--- src/rtl/maze_map_renderer.sv ---
// maze_map_renderer
//   Holds {treasure, explored} flags for every cell of a GRID_W x GRID_H maze
//   and the robot's current cell. Position and treasure updates arrive over a
//   valid/ready port. Each VGA pixel coordinate is turned into an RGB332
//   colour two clock cycles after it is presented.
//
// Ports
//   CLOCK           25 MHz pixel clock, rising edge
//   RESET           synchronous, active-high; restarts the clearing sweep
//   PIXEL_X/Y       pixel coordinate from the VGA driver
//   PIXEL_COLOR     colour for the coordinate sampled two edges earlier
//   UPD_VALID/READY update handshake (see below)
//   UPD_OP          0 MOVE, 1 TREASURE, 2 CLEAR_ALL, 3 reserved
//   UPD_X/UPD_Y     target cell of the update
//   CUR_VALID/X/Y   robot position
//   EXPLORED_COUNT  number of cells whose explored flag is set
//   UPD_ERR         sticky flag for rejected updates, cleared only by RESET
//   DBG_STATE       1 = IDLE, 0 = CLEAR (sweep in progress)
//
// Handshake: an update is taken on a rising edge where UPD_VALID and
// UPD_READY are both high. UPD_READY depends only on the FSM state (high in
// IDLE), never on UPD_VALID, so one update can be taken every cycle in IDLE.
module maze_map_renderer #(
  parameter int         GRID_W     = 4,
  parameter int         GRID_H     = 5,
  parameter int         CELL_SHIFT = 6,
  parameter logic [7:0] C_UNEXP    = 8'hFF,
  parameter logic [7:0] C_EXPL     = 8'hF3,
  parameter logic [7:0] C_CUR      = 8'h00,
  parameter logic [7:0] C_TREAS    = 8'h9B,
  parameter logic [7:0] C_LINE     = 8'h49,
  parameter logic [7:0] C_BG       = 8'h00
) (
  input  logic       CLOCK,
  input  logic       RESET,
  input  logic [9:0] PIXEL_X,
  input  logic [9:0] PIXEL_Y,
  output logic [7:0] PIXEL_COLOR,
  input  logic       UPD_VALID,
  output logic       UPD_READY,
  input  logic [1:0] UPD_OP,
  input  logic [2:0] UPD_X,
  input  logic [2:0] UPD_Y,
  output logic       CUR_VALID,
  output logic [2:0] CUR_X,
  output logic [2:0] CUR_Y,
  output logic [6:0] EXPLORED_COUNT,
  output logic       UPD_ERR,
  output logic       DBG_STATE
);

  localparam logic [1:0]  OP_MOVE   = 2'd0;
  localparam logic [1:0]  OP_TREAS  = 2'd1;
  localparam logic [1:0]  OP_CLEAR  = 2'd2;
  localparam logic [1:0]  OP_NOP    = 2'd3;
  localparam logic [5:0]  GW6       = 6'(GRID_W);
  localparam logic [3:0]  GW4       = 4'(GRID_W);
  localparam logic [3:0]  GH4       = 4'(GRID_H);
  localparam logic [5:0]  LAST_ADDR = 6'(GRID_W * GRID_H - 1);
  localparam logic [10:0] X_LIM     = 11'(GRID_W << CELL_SHIFT);
  localparam logic [10:0] Y_LIM     = 11'(GRID_H << CELL_SHIFT);
  localparam logic [9:0]  LOW_MASK  = 10'((1 << CELL_SHIFT) - 1);

  typedef enum logic {S_CLEAR = 1'b0, S_IDLE = 1'b1} state_t;

  state_t     state, state_nxt;
  logic [5:0] sweep_addr, sweep_nxt;

  // Sized to the full 6-bit address space so every index is in range;
  // only the first GRID_W*GRID_H entries are ever used.
  logic [1:0] mem [64];

  logic       mem_we;
  logic [5:0] mem_waddr;
  logic [1:0] mem_wdata;
  logic [1:0] mem_upd;
  logic [5:0] upd_idx;
  logic       upd_fire;
  logic       upd_bad;

  assign UPD_READY = (state == S_IDLE);
  assign DBG_STATE = (state == S_IDLE);
  assign upd_fire  = UPD_VALID && UPD_READY;
  assign upd_idx   = {3'b000, UPD_Y} * GW6 + {3'b000, UPD_X};
  assign mem_upd   = mem[upd_idx];
  // CLEAR_ALL ignores the coordinates, so they cannot make it an error.
  assign upd_bad   = (UPD_OP == OP_NOP) ||
                     ((UPD_OP != OP_CLEAR) &&
                      (({1'b0, UPD_X} >= GW4) || ({1'b0, UPD_Y} >= GH4)));

  always_ff @(posedge CLOCK) begin
    if (RESET) begin
      state      <= S_CLEAR;
      sweep_addr <= 6'd0;
    end else begin
      state      <= state_nxt;
      sweep_addr <= sweep_nxt;
    end
  end

  always_comb begin
    state_nxt = state;
    sweep_nxt = sweep_addr;
    mem_we    = 1'b0;
    mem_waddr = sweep_addr;
    mem_wdata = 2'b00;
    case (state)
      S_CLEAR: begin
        mem_we = 1'b1;
        if (sweep_addr == LAST_ADDR) state_nxt = S_IDLE;
        else                         sweep_nxt = sweep_addr + 6'd1;
      end
      S_IDLE: begin
        if (upd_fire && !upd_bad) begin
          case (UPD_OP)
            OP_MOVE: begin
              mem_we    = 1'b1;
              mem_waddr = upd_idx;
              mem_wdata = {mem_upd[1], 1'b1};
            end
            OP_TREAS: begin
              mem_we    = 1'b1;
              mem_waddr = upd_idx;
              mem_wdata = {1'b1, mem_upd[0]};
            end
            default: begin
              state_nxt = S_CLEAR;
              sweep_nxt = 6'd0;
            end
          endcase
        end
      end
      default: state_nxt = S_CLEAR;
    endcase
  end

  always_ff @(posedge CLOCK) begin
    if (mem_we && !RESET) mem[mem_waddr] <= mem_wdata;
  end

  always_ff @(posedge CLOCK) begin
    if (RESET) begin
      CUR_VALID      <= 1'b0;
      CUR_X          <= 3'd0;
      CUR_Y          <= 3'd0;
      EXPLORED_COUNT <= 7'd0;
      UPD_ERR        <= 1'b0;
    end else if (upd_fire) begin
      if (upd_bad) begin
        UPD_ERR <= 1'b1;
      end else if (UPD_OP == OP_MOVE) begin
        CUR_VALID <= 1'b1;
        CUR_X     <= UPD_X;
        CUR_Y     <= UPD_Y;
        if (!mem_upd[0]) EXPLORED_COUNT <= EXPLORED_COUNT + 7'd1;
      end else if (UPD_OP == OP_CLEAR) begin
        CUR_VALID      <= 1'b0;
        EXPLORED_COUNT <= 7'd0;
      end
    end
  end

  // Render stage 1: classify the pixel and form the cell index.
  logic       pix_off, pix_line;
  logic [2:0] pix_cx, pix_cy;
  logic [5:0] pix_idx;
  logic       s1_off, s1_line;
  logic [2:0] s1_cx, s1_cy;
  logic [5:0] s1_idx;

  assign pix_off  = ({1'b0, PIXEL_X} >= X_LIM) || ({1'b0, PIXEL_Y} >= Y_LIM);
  assign pix_line = ((PIXEL_X & LOW_MASK) == 10'd0) ||
                    ((PIXEL_Y & LOW_MASK) == 10'd0);
  assign pix_cx   = PIXEL_X[CELL_SHIFT +: 3];
  assign pix_cy   = PIXEL_Y[CELL_SHIFT +: 3];
  assign pix_idx  = {3'b000, pix_cy} * GW6 + {3'b000, pix_cx};

  always_ff @(posedge CLOCK) begin
    if (RESET) begin
      s1_off  <= 1'b1;
      s1_line <= 1'b0;
      s1_cx   <= 3'd0;
      s1_cy   <= 3'd0;
      s1_idx  <= 6'd0;
    end else begin
      s1_off  <= pix_off;
      s1_line <= pix_line;
      s1_cx   <= pix_cx;
      s1_cy   <= pix_cy;
      s1_idx  <= pix_idx;
    end
  end

  // Render stage 2: memory read plus priority colouring. A write to the same
  // cell on this edge is not seen until the next pixel (old value returned).
  logic [1:0] rd_flags;
  assign rd_flags = mem[s1_idx];

  always_ff @(posedge CLOCK) begin
    if (RESET)                     PIXEL_COLOR <= C_BG;
    else if (s1_off)               PIXEL_COLOR <= C_BG;
    else if (s1_line)              PIXEL_COLOR <= C_LINE;
    else if (state == S_CLEAR)     PIXEL_COLOR <= C_UNEXP;
    else if (CUR_VALID && s1_cx == CUR_X && s1_cy == CUR_Y)
                                   PIXEL_COLOR <= C_CUR;
    else if (rd_flags[1])          PIXEL_COLOR <= C_TREAS;
    else if (rd_flags[0])          PIXEL_COLOR <= C_EXPL;
    else                           PIXEL_COLOR <= C_UNEXP;
  end

endmodule

--- config.mk ---
export PLATFORM = sky130hd
export DESIGN_NAME = maze_map_renderer
export DESIGN_NICKNAME = d
export VERILOG_FILES = /design/src/rtl/maze_map_renderer.sv
export SDC_FILE = /design/constraint.sdc
export NUM_CORES = 1
export LEC_CHECK = 0
export ABC_CLOCK_PERIOD_IN_PS = 4500
export CAP_MARGIN = 40
export CORE_MARGIN = 5
export CORE_UTILIZATION = 51
export CTS_BUF_LIST = sky130_fd_sc_hd__clkbuf_4 sky130_fd_sc_hd__clkbuf_8
export DETAILED_ROUTE_END_ITERATION = 8
export GPL_TIMING_DRIVEN = 0
export PLACE_DENSITY = 0.77
export SLEW_MARGIN = 20
export SYNTH_ARGS = -nofsm -noshare
export SYNTH_HDL_FRONTEND = slang
export SYNTH_SLANG_ARGS = --single-unit
export TNS_END_PERCENT = 50
--- constraint.sdc ---
create_clock -name CLOCK -period 4.5 [get_ports CLOCK]
set_input_delay 0.675 -clock CLOCK [delete_from_list [all_inputs] [get_ports CLOCK]]
set_output_delay 0.675 -clock CLOCK [all_outputs]
set_load 0.05 [all_outputs]
Word level (Yosys, flattened, before mapping)
Memories as Yosys holds them, arrays and structs flattened. A register that Yosys moved wholly into a read port is not among the register bits.
Cells that the tools add are included.

storage, ports and cells
  register bits = 38
  memory bits (writable) = 128
  output and inout bits = 25
  word-level logic and storage cells = 88
  memories = 1

memory list
  name  depth  bits a word  rd ports  clocked after Yosys merged registers in  wr ports  RTL line  RTL
  mem   64     2            2         1                                        1         71        logic [1:0] mem [64];

cells by class
  add/sub/neg operators = 4
  $lt $le $gt $ge = 4
  equality and inequality tests = 11
  muxes and demuxes = 29
  bitwise gates (word level) = 2
  reductions and logical operators = 24

operators with widths
  kind                                                   count
  two-way mux 6 bit                                      7
  two-way mux 7 bit                                      5
  >= comparator 10 x 9 -> 1 bit (second input constant)  2
  zero test 10 bit                                       2
  two-way mux 8 bit                                      2
  adder 5 x 3 -> 6 bit                                   2
  case mux 6 bit (2 select lines)                        1
  AND reduction 3 bit                                    3
  two-way mux 1 bit                                      8
  != test 2 bit (second input constant)                  4
  adder 7 x 1 -> 7 bit (second input constant)           1
  adder 6 x 1 -> 6 bit (second input constant)           1
  equality test 3 bit                                    2
  equality test 6 x 5 -> 1 bit (second input constant)   1
  >= comparator 3 bit (second input constant)            2
  logical AND 1 bit                                      6
  equality test 2 bit (second input constant)            2
  logical OR 1 bit                                       4
  two-way mux 2 bit                                      2
  two-way mux 4 bit                                      1
  case mux 1 bit (2 select lines)                        2
  case mux 2 bit (2 select lines)                        1
  AND reduction 4 bit                                    1
  OR reduction 2 bit                                     2
  8 further kinds                                        10

Logic depth before layout (Yosys ltp)
Gate-level depths: netlist of run 1.

  word-level depth = 11
  depth in mapped cells = 11
  gate-level depth less buffers = 9

Least setup slack after synthesis of run 1
Ideal clock, no wire load.

  kind = input to register
  start = input port UPD_X[2]
  end = memory mem[0][0], data pin
  arrival = 4.202 ns
  data required time = 3.951 ns
  setup slack = -0.250 ns
  cell stages on the path = 11
  path buffers = 2
  cells stage by stage = ha_1 > ha_1 > buf_2 > and2_1 > clkbuf_1 > a22oi_1 > nand2_1 > o21ai_0 > and4b_1 > or2_2 > a21oi_1

on the way
  word-level cells in the longest chain between the ends = 8
  elaborated cells between the ends (all ways) = 11
  those cells by class = 1 x add/sub; 1 x order compare; 3 x mux; 5 x reduce/logical; 1 x memory

RTL lines
  item                                                          RTL line  RTL
  start, declared                                               42        input logic [2:0] UPD_X,
  branches (longest 6 deep; another with adder 5 x 3 -> 6 bit)  --
  two-way mux 2 bit (*)                                         114       if (upd_fire && !upd_bad) begin
  two-way mux 2 bit (*)                                         107       case (state)
  via mem_wdata[0]                                              75        logic [1:0] mem_wdata;
  end, declared                                                 71

Mark *: on every way through the listed nets, which the timed path passes.

Final worst setup path of run 1
  start = input port UPD_Y[0]
  end = memory mem[63][0], data pin

on the way
  word-level cells in the longest chain between the ends = 8
  elaborated cells between the ends (all ways) = 11
  those cells by class = 1 x add/sub; 1 x order compare; 3 x mux; 5 x reduce/logical; 1 x memory

RTL lines
  item                                                          RTL line  RTL
  start, declared                                               43        input logic [2:0] UPD_Y,
  branches (longest 6 deep; another with adder 5 x 3 -> 6 bit)  --
  two-way mux 2 bit (*)                                         114
  two-way mux 2 bit (*)                                         107
  via mem_wdata[0]                                              75

Marks and branches as above.

==> results of run 1 <==
-- cells in the mapped netlist, drive strengths merged, types with 5 or more instances --
| master | instances |
|---|---|
| edfxtp | 128 |
| mux4 | 45 |
| mux2 | 5 |
| mux2i | 43 |
| nand2b | 7 |
| clkbuf | 15 |
| nor2b | 17 |
| xnor2 | 6 |
| xor2 | 6 |
| ha | 6 |
| inv | 9 |
| nor2 | 88 |
| a22oi | 12 |
| a21oi | 15 |
| nand3 | 7 |
| nand4 | 6 |
| a31oi | 7 |
| nand2 | 34 |
| dfxtp | 40 |
| nor3 | 8 |
| or3 | 8 |
| o21ai | 14 |
| buf | 23 |
| nor4 | 6 |
-- worst max path at each step --
stage | from | endpoint | cells past startpoint
4_1_cts | UPD_Y[0] | mem[62][0]$_DFFE_PP_ | 13
3_3_place_gp | UPD_X[0] | mem[37][1]$_DFFE_PP_ | 6
2_1_floorplan | UPD_X[2] | mem[0][1]$_DFFE_PP_ | 6
6_report | UPD_Y[0] | mem[63][0]$_DFFE_PP_ | 13
5_1_grt | UPD_X[2] | mem[62][0]$_DFFE_PP_ | 13
3_5_place_dp | UPD_Y[0] | mem[37][0]$_DFFE_PP_ | 13
-- flip-flops by register name, indices dropped and copies added (netlist names), named ones only --
name / count
mem: 128
EXPLORED_COUNT: 7
PIXEL_COLOR: 6
sweep_addr: 6
CUR_X: 3
CUR_Y: 3
s1_cx: 3
s1_cy: 3
CUR_VALID: 1
DBG_STATE: 1
UPD_ERR: 1
s1_line: 1
s1_off: 1
-- final cells by class --
| cell class | count | area [um2] |
|---|---|---|
| clock inverters | 12 | 172.7 |
| flip-flops and latches | 168 | 4644 |
| plain buffers | 38 | 197.7 |
| fillers | 1172 | 6299 |
| repair buffers | 58 | 624.3 |
| well taps | 216 | 270.3 |
| multi-input cells | 382 | 3208 |
| inverters | 9 | 33.78 |
| clock buffers | 20 | 262.8 |
-- cell families after synthesis --
group / Yosys count
and+or+nand+nor: 197
DFF: 168
muxes: 93
AOI/OAI and AO/OA: 74
buffers and inverters: 47
xor gates and xnor gates: 12
adders and majority gates: 6
-- through the flow --
| stage | util | power, W | TNS [ns] | instances | instance area, um2 |
|---|---|---|---|---|---|
| after floorplan | - | 0.001852 | 0 | 597 | 8065 |
| after global placement | 0.5630 | 0.001939 | -212.77 | 864 | 8846 |
| after detailed placement | 0.5705 | 0.001948 | 0 | 869 | 8964 |
| after CTS | 0.5982 | 0.003111 | 0 | 901 | 9399 |
| after global routing | 0.5991 | 0.003193 | 0 | 903 | 9414 |
| final | 0.5991 | 0.003107 | 0 | 903 | 9414 |
-- power by group through the flow --
stage | Sequential, W | Clock [W] | Combinational, W
global placement | 0.00170 | 0 | 0.000238
CTS | 0.00167 | 0.00120 | 0.000248
detailed placement | 0.00170 | 0 | 0.000247
finish | 0.00167 | 0.00119 | 0.000253
floorplan | 0.00170 | 0 | 0.000152
global route | 0.00167 | 0.00126 | 0.000266
-- metal layers --
metal,global-route usage,up-vias,share of wire
met5,0,-,0
met4,0.1053,0,0.041
met3,0.05795,71,0.11
met2,0.3703,375,0.47
met1,0.2966,2751,0.38
li1,-,2457,-
-- worst register-to-register path: stages (launching register included) --
cell and delay (ns):
dfxtp_1 0.31, buf_2 0.20, buf_2 0.37, buf_2 0.39
mux4_2 0.37, mux2_2 0.28, nand2_1 0.06, o21ai_0 0.17
o22ai_1 0.22, a21oi_1 0.13, a21oi_1 0.19
==> results.py, run 1 <==
metrics = {
    "worst_setup_path": {
        "critical_path_class": "in -> reg",
        "worst-r2r-cell-count": 10,
        "crit_slowest_cell": "clkdlybuf4s50_1",
        "critical_path_arrival_ns": 4.12,
        "crit_top_cell": "ha_1",
        "critical_path.startpoint_type": "input pin",
        "critical_path.reg2reg.startpoint": "s1_cx[1]$_SDFF_PP0_",
        "worstPathMaxFanout": 29,
        "slowest_stage_delay_cp_ns": 0.46,
        "r2r-end": "PIXEL_COLOR[3]$_SDFF_PP0_",
        "worst-r2r-setup-slack_ns": 1.74,
        "category_of_cells_accounting_for_the_largest_share_of_critical_path_delay": "buffers and inverters",
        "critical_path_required_ns": 4.81,
        "critical_path.cell_chain": "clkdlybuf4s50_1 -> ha_1 -> ha_1 -> buf_2 -> and2_1 -> clkbuf_1 -> a22oi_1 -> nand2_1 -> o21ai_0 -> and4b_1 -> or2_2 -> a21oi_4 -> buf_16",
        "crit_path_end_kind": "flip-flop",
        "cp.buffers_inverters": 4,
    },
    "synthesis": {
        "area_of_the_mapped_netlist_um2": 8061,
        "yosys.area_share.adder": 0.009312,
        "yosys_register_bits": 168,
        "synthesis.area_per_instance_um2": 13.50,
        "post_synth_simple_gate_area": 0.1169,
        "synthCells": 597,
        "synth_largest_type_area_fraction": 0.4768,
        "yosysSeqAreaShare": 0.5761,
        "synth_compound_area_frac": 0.06286,
        "ys_types": 59,
        "yosys_warnings": 0,
        "synth-async-reset-ratio": 0,
        "post_synth_xor_area_fraction": 0.01304,
        "synth_edf_count": 128,
        "synth_top_family_by_area": "multiplexers",
        "synth.top_cells.by_area": "edfxtp_1 48%, dfxtp_1 9.9%, mux4_2 8.4%",
        "dominantRegCellSynth": "edfxtp_1",
        "postSynthNetCount": 634,
        "yosys.area.top_type": "edfxtp_1",
        "fraction_of_synthesized_area_in_multiplexers": 0.1931,
    },
    "detailed_routing": {
        "dr.first_iter.drc_count": 647,
        "vias_per_cell": 6.261,
        "average_wire_per_standard_cell_um": 23.13,
        "drc_errors": 0,
        "ant_nets": 0,
        "route.final.wire_length_um": 20880,
        "first_pass_iters": 6,
        "total_via_count_after_detailed_routing": 5654,
    },
    "hold_path": {
        "min-delay-path-class": "reg -> reg",
        "whs_endpoint": "EXPLORED_COUNT[1]$_SDFFE_PP0P_",
        "worstHoldPathCells": 2,
        "hold_path.startpoint": "EXPLORED_COUNT[1]$_SDFFE_PP0P_",
    },
    "floorplan": {
        "placeableCoreArea_um2": 15710,
        "die-area_um2": 18420,
        "y_dimension_of_the_die_um": 135.7,
        "ioPinCount": 56,
        "rows": 46,
        "floorplan.initialDensity": 0.5131,
        "fp.dieW_um": 135.7,
    },
    "timing": {
        "setup_repair_after_global_routing_missed_its_margin": "no",
        "relSlewSlack": 0.4038,
        "final.hold.worst_slack_ns": 0.5031,
        "clock.fmax_mhz": 262.3,
        "timing.final.crit_share": 0.8473,
        "tightest_slew_ns": 0.8911,
        "fin_worst_skew_ns": 0.01531,
        "total_of_endpoints_with_negative_setup_slack_in_the_final_report": 0,
        "final_hold_viol_count": 0,
        "postLayoutSetupSlackWorst_ns": 0.6872,
        "maxSlewViolCount": 0,
        "final.min_clock_period_ns": 3.813,
    },
    "pwr": {
        "pwr-share-clk": 0.382,
        "power.net_switching_w": 0.0007150,
        "sw_frac_of_total": 0.2301,
        "share_comb_of_total_power": 0.081,
        "p_int_w": 0.002392,
        "vdd_drop_max_uv": 191.6,
        "p_leak_nw": 2.999,
        "power-per-cell-area_nw_per_um2": 330.1,
        "power.share.sequential": 0.536,
    },
    "place": {
        "finalWeightedCongestion": 0.8922,
        "hpwl_um": 14820,
        "placement.io_buffers": 51,
        "place_ws_ns": 0.2913,
    },
    "final_layout": {
        "synth_to_final_area_change_pct": 16.78,
        "final_common_cell": "edfxtp_1",
        "layout-drive-gt1-share": 0.1456,
        "nets": 711,
        "layout.cells.most_common_list": "128 x edfxtp_1, 88 x nor2_1, 51 x clkdlybuf4s50_1",
        "num_antenna_cells": 0,
    },
    "clock_network": {
        "postCtsResizedCells": 0,
        "clock_latency_ns": 0.47,
        "cts_max_path_buffers": 2,
        "post_cts_buffers": 0,
        "cts.root.buffer_cell": "clkbuf_8",
        "tritoncts.num_buffers": 17,
        "cts.reportedPaths.clkPinSlew_ns": 0.09,
        "htree_levels": 4,
        "cts_num_sinks": 168,
        "cts.hold.buffers_added": 0,
        "tritoncts": "built",
    },
    "grt": {
        "grt-ovfl-total": 0,
        "antenna_found_initial": 0,
        "global_router_s_overall_resource_usage": 0.2305,
        "first_global_vias": 5482,
        "first_pass_grt_wire_length_um": 31280,
        "grt_start_max_net_pins": 37,
    },
    "job": {
        "number_of_max_cap_violations": 0,
    },
    "run_status": {
        "run_status": "finished, final reports clean",
    },
}
No activity file was read; power rests on OpenSTA's default activity.
==> run 2, diff against run 1 <==
--- a/config.mk
+++ b/config.mk
@@ -5,7 +5,7 @@
 export SDC_FILE = /design/constraint.sdc
 export NUM_CORES = 1
 export LEC_CHECK = 0
-export ABC_CLOCK_PERIOD_IN_PS = 4500
+export ABC_CLOCK_PERIOD_IN_PS = 3200
 export CAP_MARGIN = 40
 export CORE_MARGIN = 5
 export CORE_UTILIZATION = 51
==> constraint.sdc (replaced) <==
create_clock -name CLOCK -period 3.2 [get_ports CLOCK]
set_input_delay 0.48 -clock CLOCK [delete_from_list [all_inputs] [get_ports CLOCK]]
set_output_delay 0.48 -clock CLOCK [all_outputs]
set_load 0.05 [all_outputs]
==> run 2 against run 1 <==
Effect of this change: wire length grew 3.1%; sequential power grew 40%; cell area rose by 0.21%; power rose by 36%; cell count shrank 0.11%; worst hold slack worse by 0.081 ns; register-to-register slack lost 1.3 ns; combinational power grew 45%; first-iteration DRC count fell by 0.93%.
==> results.py, run 2 (synthesis results as in run 1) <==
metrics = {
    "run_status": {
        "run_status": "finished, final reports clean",
    },
    "worst_setup_path": {
        "critical_path_required_ns": 3.51,
        "critical_path.reg2reg.startpoint": "s1_cx[1]$_SDFF_PP0_",
        "critPathLaunch": "UPD_Y[0]",
        "timing.critical_path.depth": 14,
        "worst_setup_path_endpoint": "mem[6][0]$_DFFE_PP_",
        "slowest_stage_delay_cp_ns": 0.46,
        "worst-r2r-setup-slack_ns": 0.44,
        "crit_top_cell": "ha_1",
        "crit_slowest_cell": "clkdlybuf4s50_1",
        "critical_path_arrival_ns": 3.49,
        "crit_path_end_kind": "flip-flop",
        "r2r-end": "PIXEL_COLOR[3]$_SDFF_PP0_",
        "cp.buffers_inverters": 5,
        "critical_path_class": "in -> reg",
        "critical_path.cell_chain": "clkdlybuf4s50_1 -> ha_1 -> ha_1 -> buf_4 -> and2_1 -> clkbuf_8 -> a22oi_1 -> nand2_1 -> o21ai_0 -> nor3_1 -> or2_4 -> a21oi_4 -> buf_12 -> buf_16",
        "critical_path.startpoint_type": "input pin",
        "worst-r2r-cell-count": 10,
        "worstPathMaxFanout": 36,
        "category_of_cells_accounting_for_the_largest_share_of_critical_path_delay": "buffers and inverters",
    },
    "final_layout": {
        "regArea_um2": 4644,
        "synth_to_final_area_change_pct": 17.03,
        "final_common_cell": "edfxtp_1",
        "fillers": 1212,
        "nets": 710,
        "largest_register": "mem",
        "num_antenna_cells": 0,
        "layout-drive-gt1-share": 0.1545,
        "largest_register_ff_count": 128,
        "layout.cells.most_common_list": "128 x edfxtp_1, 87 x nor2_1, 50 x clkdlybuf4s50_1",
        "final_core_utilization": 0.6004,
        "layout_top_registers": "mem: 128 flops, EXPLORED_COUNT: 7 flops",
        "multiInputGateArea_um2": 3244,
    },
    "pwr": {
        "pwr-share-clk": 0.358,
        "sw_frac_of_total": 0.2457,
        "p_int_w": 0.003185,
        "finalPower_w": 0.004223,
        "power.share.sequential": 0.555,
        "power-per-cell-area_nw_per_um2": 447.7,
        "share_comb_of_total_power": 0.087,
        "p_leak_nw": 2.991,
        "vdd_drop_max_uv": 254.8,
        "power.net_switching_w": 0.001038,
    },
    "floorplan": {
        "y_dimension_of_the_die_um": 135.7,
        "fp.dieW_um": 135.7,
        "rows": 46,
        "floorplan.initialDensity": 0.5131,
        "ioPinCount": 56,
        "placeableCoreArea_um2": 15710,
        "die-area_um2": 18420,
    },
    "timing": {
        "setup_repair_after_global_routing_missed_its_margin": "yes",
        "final_hold_viol_count": 0,
        "relSlewSlack": 0.4129,
        "finalSetupTns_ns": 0,
        "timing.final.crit_share": 0.9938,
        "fin_worst_skew_ns": 0.01629,
        "total_of_endpoints_with_negative_setup_slack_in_the_final_report": 0,
        "final.min_clock_period_ns": 3.180,
        "tightest_slew_ns": 0.8766,
        "maxSlewViolCount": 0,
        "postLayoutSetupSlackWorst_ns": 0.01990,
        "clock.fmax_mhz": 314.5,
    },
    "grt": {
        "first_pass_grt_wire_length_um": 32690,
        "global_router_s_overall_resource_usage": 0.2408,
        "grt-ovfl-total": 0,
        "antenna_found_initial": 0,
        "first_global_vias": 5752,
        "grt_start_max_net_pins": 37,
    },
    "place": {
        "hpwl_um": 15010,
        "place_ws_ns": -0.6689,
        "finalWeightedCongestion": 0.8979,
        "placement.io_buffers": 51,
    },
    "detailed_routing": {
        "drc_errors": 0,
        "average_wire_per_standard_cell_um": 23.87,
        "ant_nets": 0,
        "vias_per_cell": 6.258,
        "route.final.wire_length_um": 21530,
        "total_via_count_after_detailed_routing": 5645,
        "first_pass_iters": 5,
        "dr.first_iter.drc_count": 641,
    },
    "clock_network": {
        "cts.reportedPaths.clkPinSlew_ns": 0.09,
        "tritoncts.num_buffers": 17,
        "cts_num_sinks": 168,
        "cts.hold.buffers_added": 0,
        "cts.root.buffer_cell": "clkbuf_8",
        "cts_max_path_buffers": 2,
        "tritoncts": "built",
        "clock_latency_ns": 0.48,
        "htree_levels": 4,
    },
    "hold_path": {
        "min-delay-path-class": "in -> reg",
    },
    "job": {
        "number_of_max_cap_violations": 0,
    },
}
==> run 2: cell count changes in the layout (fill, tap and decap cells not counted), sizes merged <==
| cell | previous run | this run |
|---|---|---|
| bufinv | 4 | 2 |
| clkdlybuf4s50 | 51 | 50 |
| dlymetal6s2s | 0 | 1 |
| clkbuf | 37 | 33 |
| buf | 28 | 29 |
| inv | 13 | 12 |
| clkinvlp | 0 | 5 |
==> run 2: layout make-up <==
cell class / count / share of cell area
sequential: 168 / 0.4923
inverter: 9 / 0.003581
clock inverter: 14 / 0.01578
tap: 216 / 0.02865
timing repair buffer: 58 / 0.06777
clock buffer: 18 / 0.02560
buffer: 37 / 0.02241
multi-input combinational: 382 / 0.3439
==> run 2: power by group through the flow <==
stage / clock [W] / combinational, W / sequential, W
floorplan: 0 / 0.000221 / 0.00239
global placement: 0 / 0.000343 / 0.00239
detailed placement: 0 / 0.000353 / 0.00239
CTS: 0.00153 / 0.000356 / 0.00234
global route: 0.00162 / 0.000388 / 0.00235
finish: 0.00151 / 0.000368 / 0.00234
==> run 2: timing repair <==
action | in CTS | in global routing
cloned | 0 | 0
buffers inserted | 0 | 1
pin swaps | 0 | 1
gates resized for setup | 4 | 8
setup endpoints to repair | 99 | 103
==> run 2: worst min-delay path by stage <==
| stage | startpoint | cells past startpoint | end | slack, ns |
|---|---|---|---|---|
| 2_1_floorplan | s1_line$_SDFF_PP0_ | 2 | PIXEL_COLOR[6]$_SDFF_PP0_ | 0.50 |
| 4_1_cts | UPD_OP[1] | 3 | EXPLORED_COUNT[1]$_SDFFE_PP0P_ | 0.40 |
| 5_1_grt | UPD_OP[1] | 3 | EXPLORED_COUNT[1]$_SDFFE_PP0P_ | 0.44 |
| 3_5_place_dp | EXPLORED_COUNT[1]$_SDFFE_PP0P_ | 2 | EXPLORED_COUNT[1]$_SDFFE_PP0P_ | 0.48 |
| 3_3_place_gp | UPD_ERR$_SDFFE_PP0P_ | 2 | UPD_ERR$_SDFFE_PP0P_ | 0.47 |
| 6_report | UPD_OP[1] | 3 | EXPLORED_COUNT[1]$_SDFFE_PP0P_ | 0.42 |
==> run 2: worst min-delay path: cells and delay by family <==
| family | cells | cell delay [ns] |
|---|---|---|
| buf+inv | 1 | 0.19 |
| compound gates | 1 | 0.11 |
| simple gates | 1 | 0.08 |
==> run 2: routing by layer <==
metal	GRT usage	routed length (um)	share of wire	vias up
met5	0	0	0	-
met4	0.1193	926	0.043	0
met3	0.07504	2219	0.10	72
met2	0.3869	10230	0.47	372
met1	0.2963	8161	0.38	2748
li1	-	-	-	2453
==> run 2: stage by stage <==
stage / cell area, um2 / hold slack (ns) / cells
2_1_floorplan: 8093 / 0.4952 / 597
3_3_place_gp: 8874 / 0.4655 / 864
3_5_place_dp: 8980 / 0.4786 / 869
4_1_cts: 9383 / 0.3978 / 901
5_1_grt: 9434 / 0.4364 / 902
6_report: 9434 / 0.4224 / 902
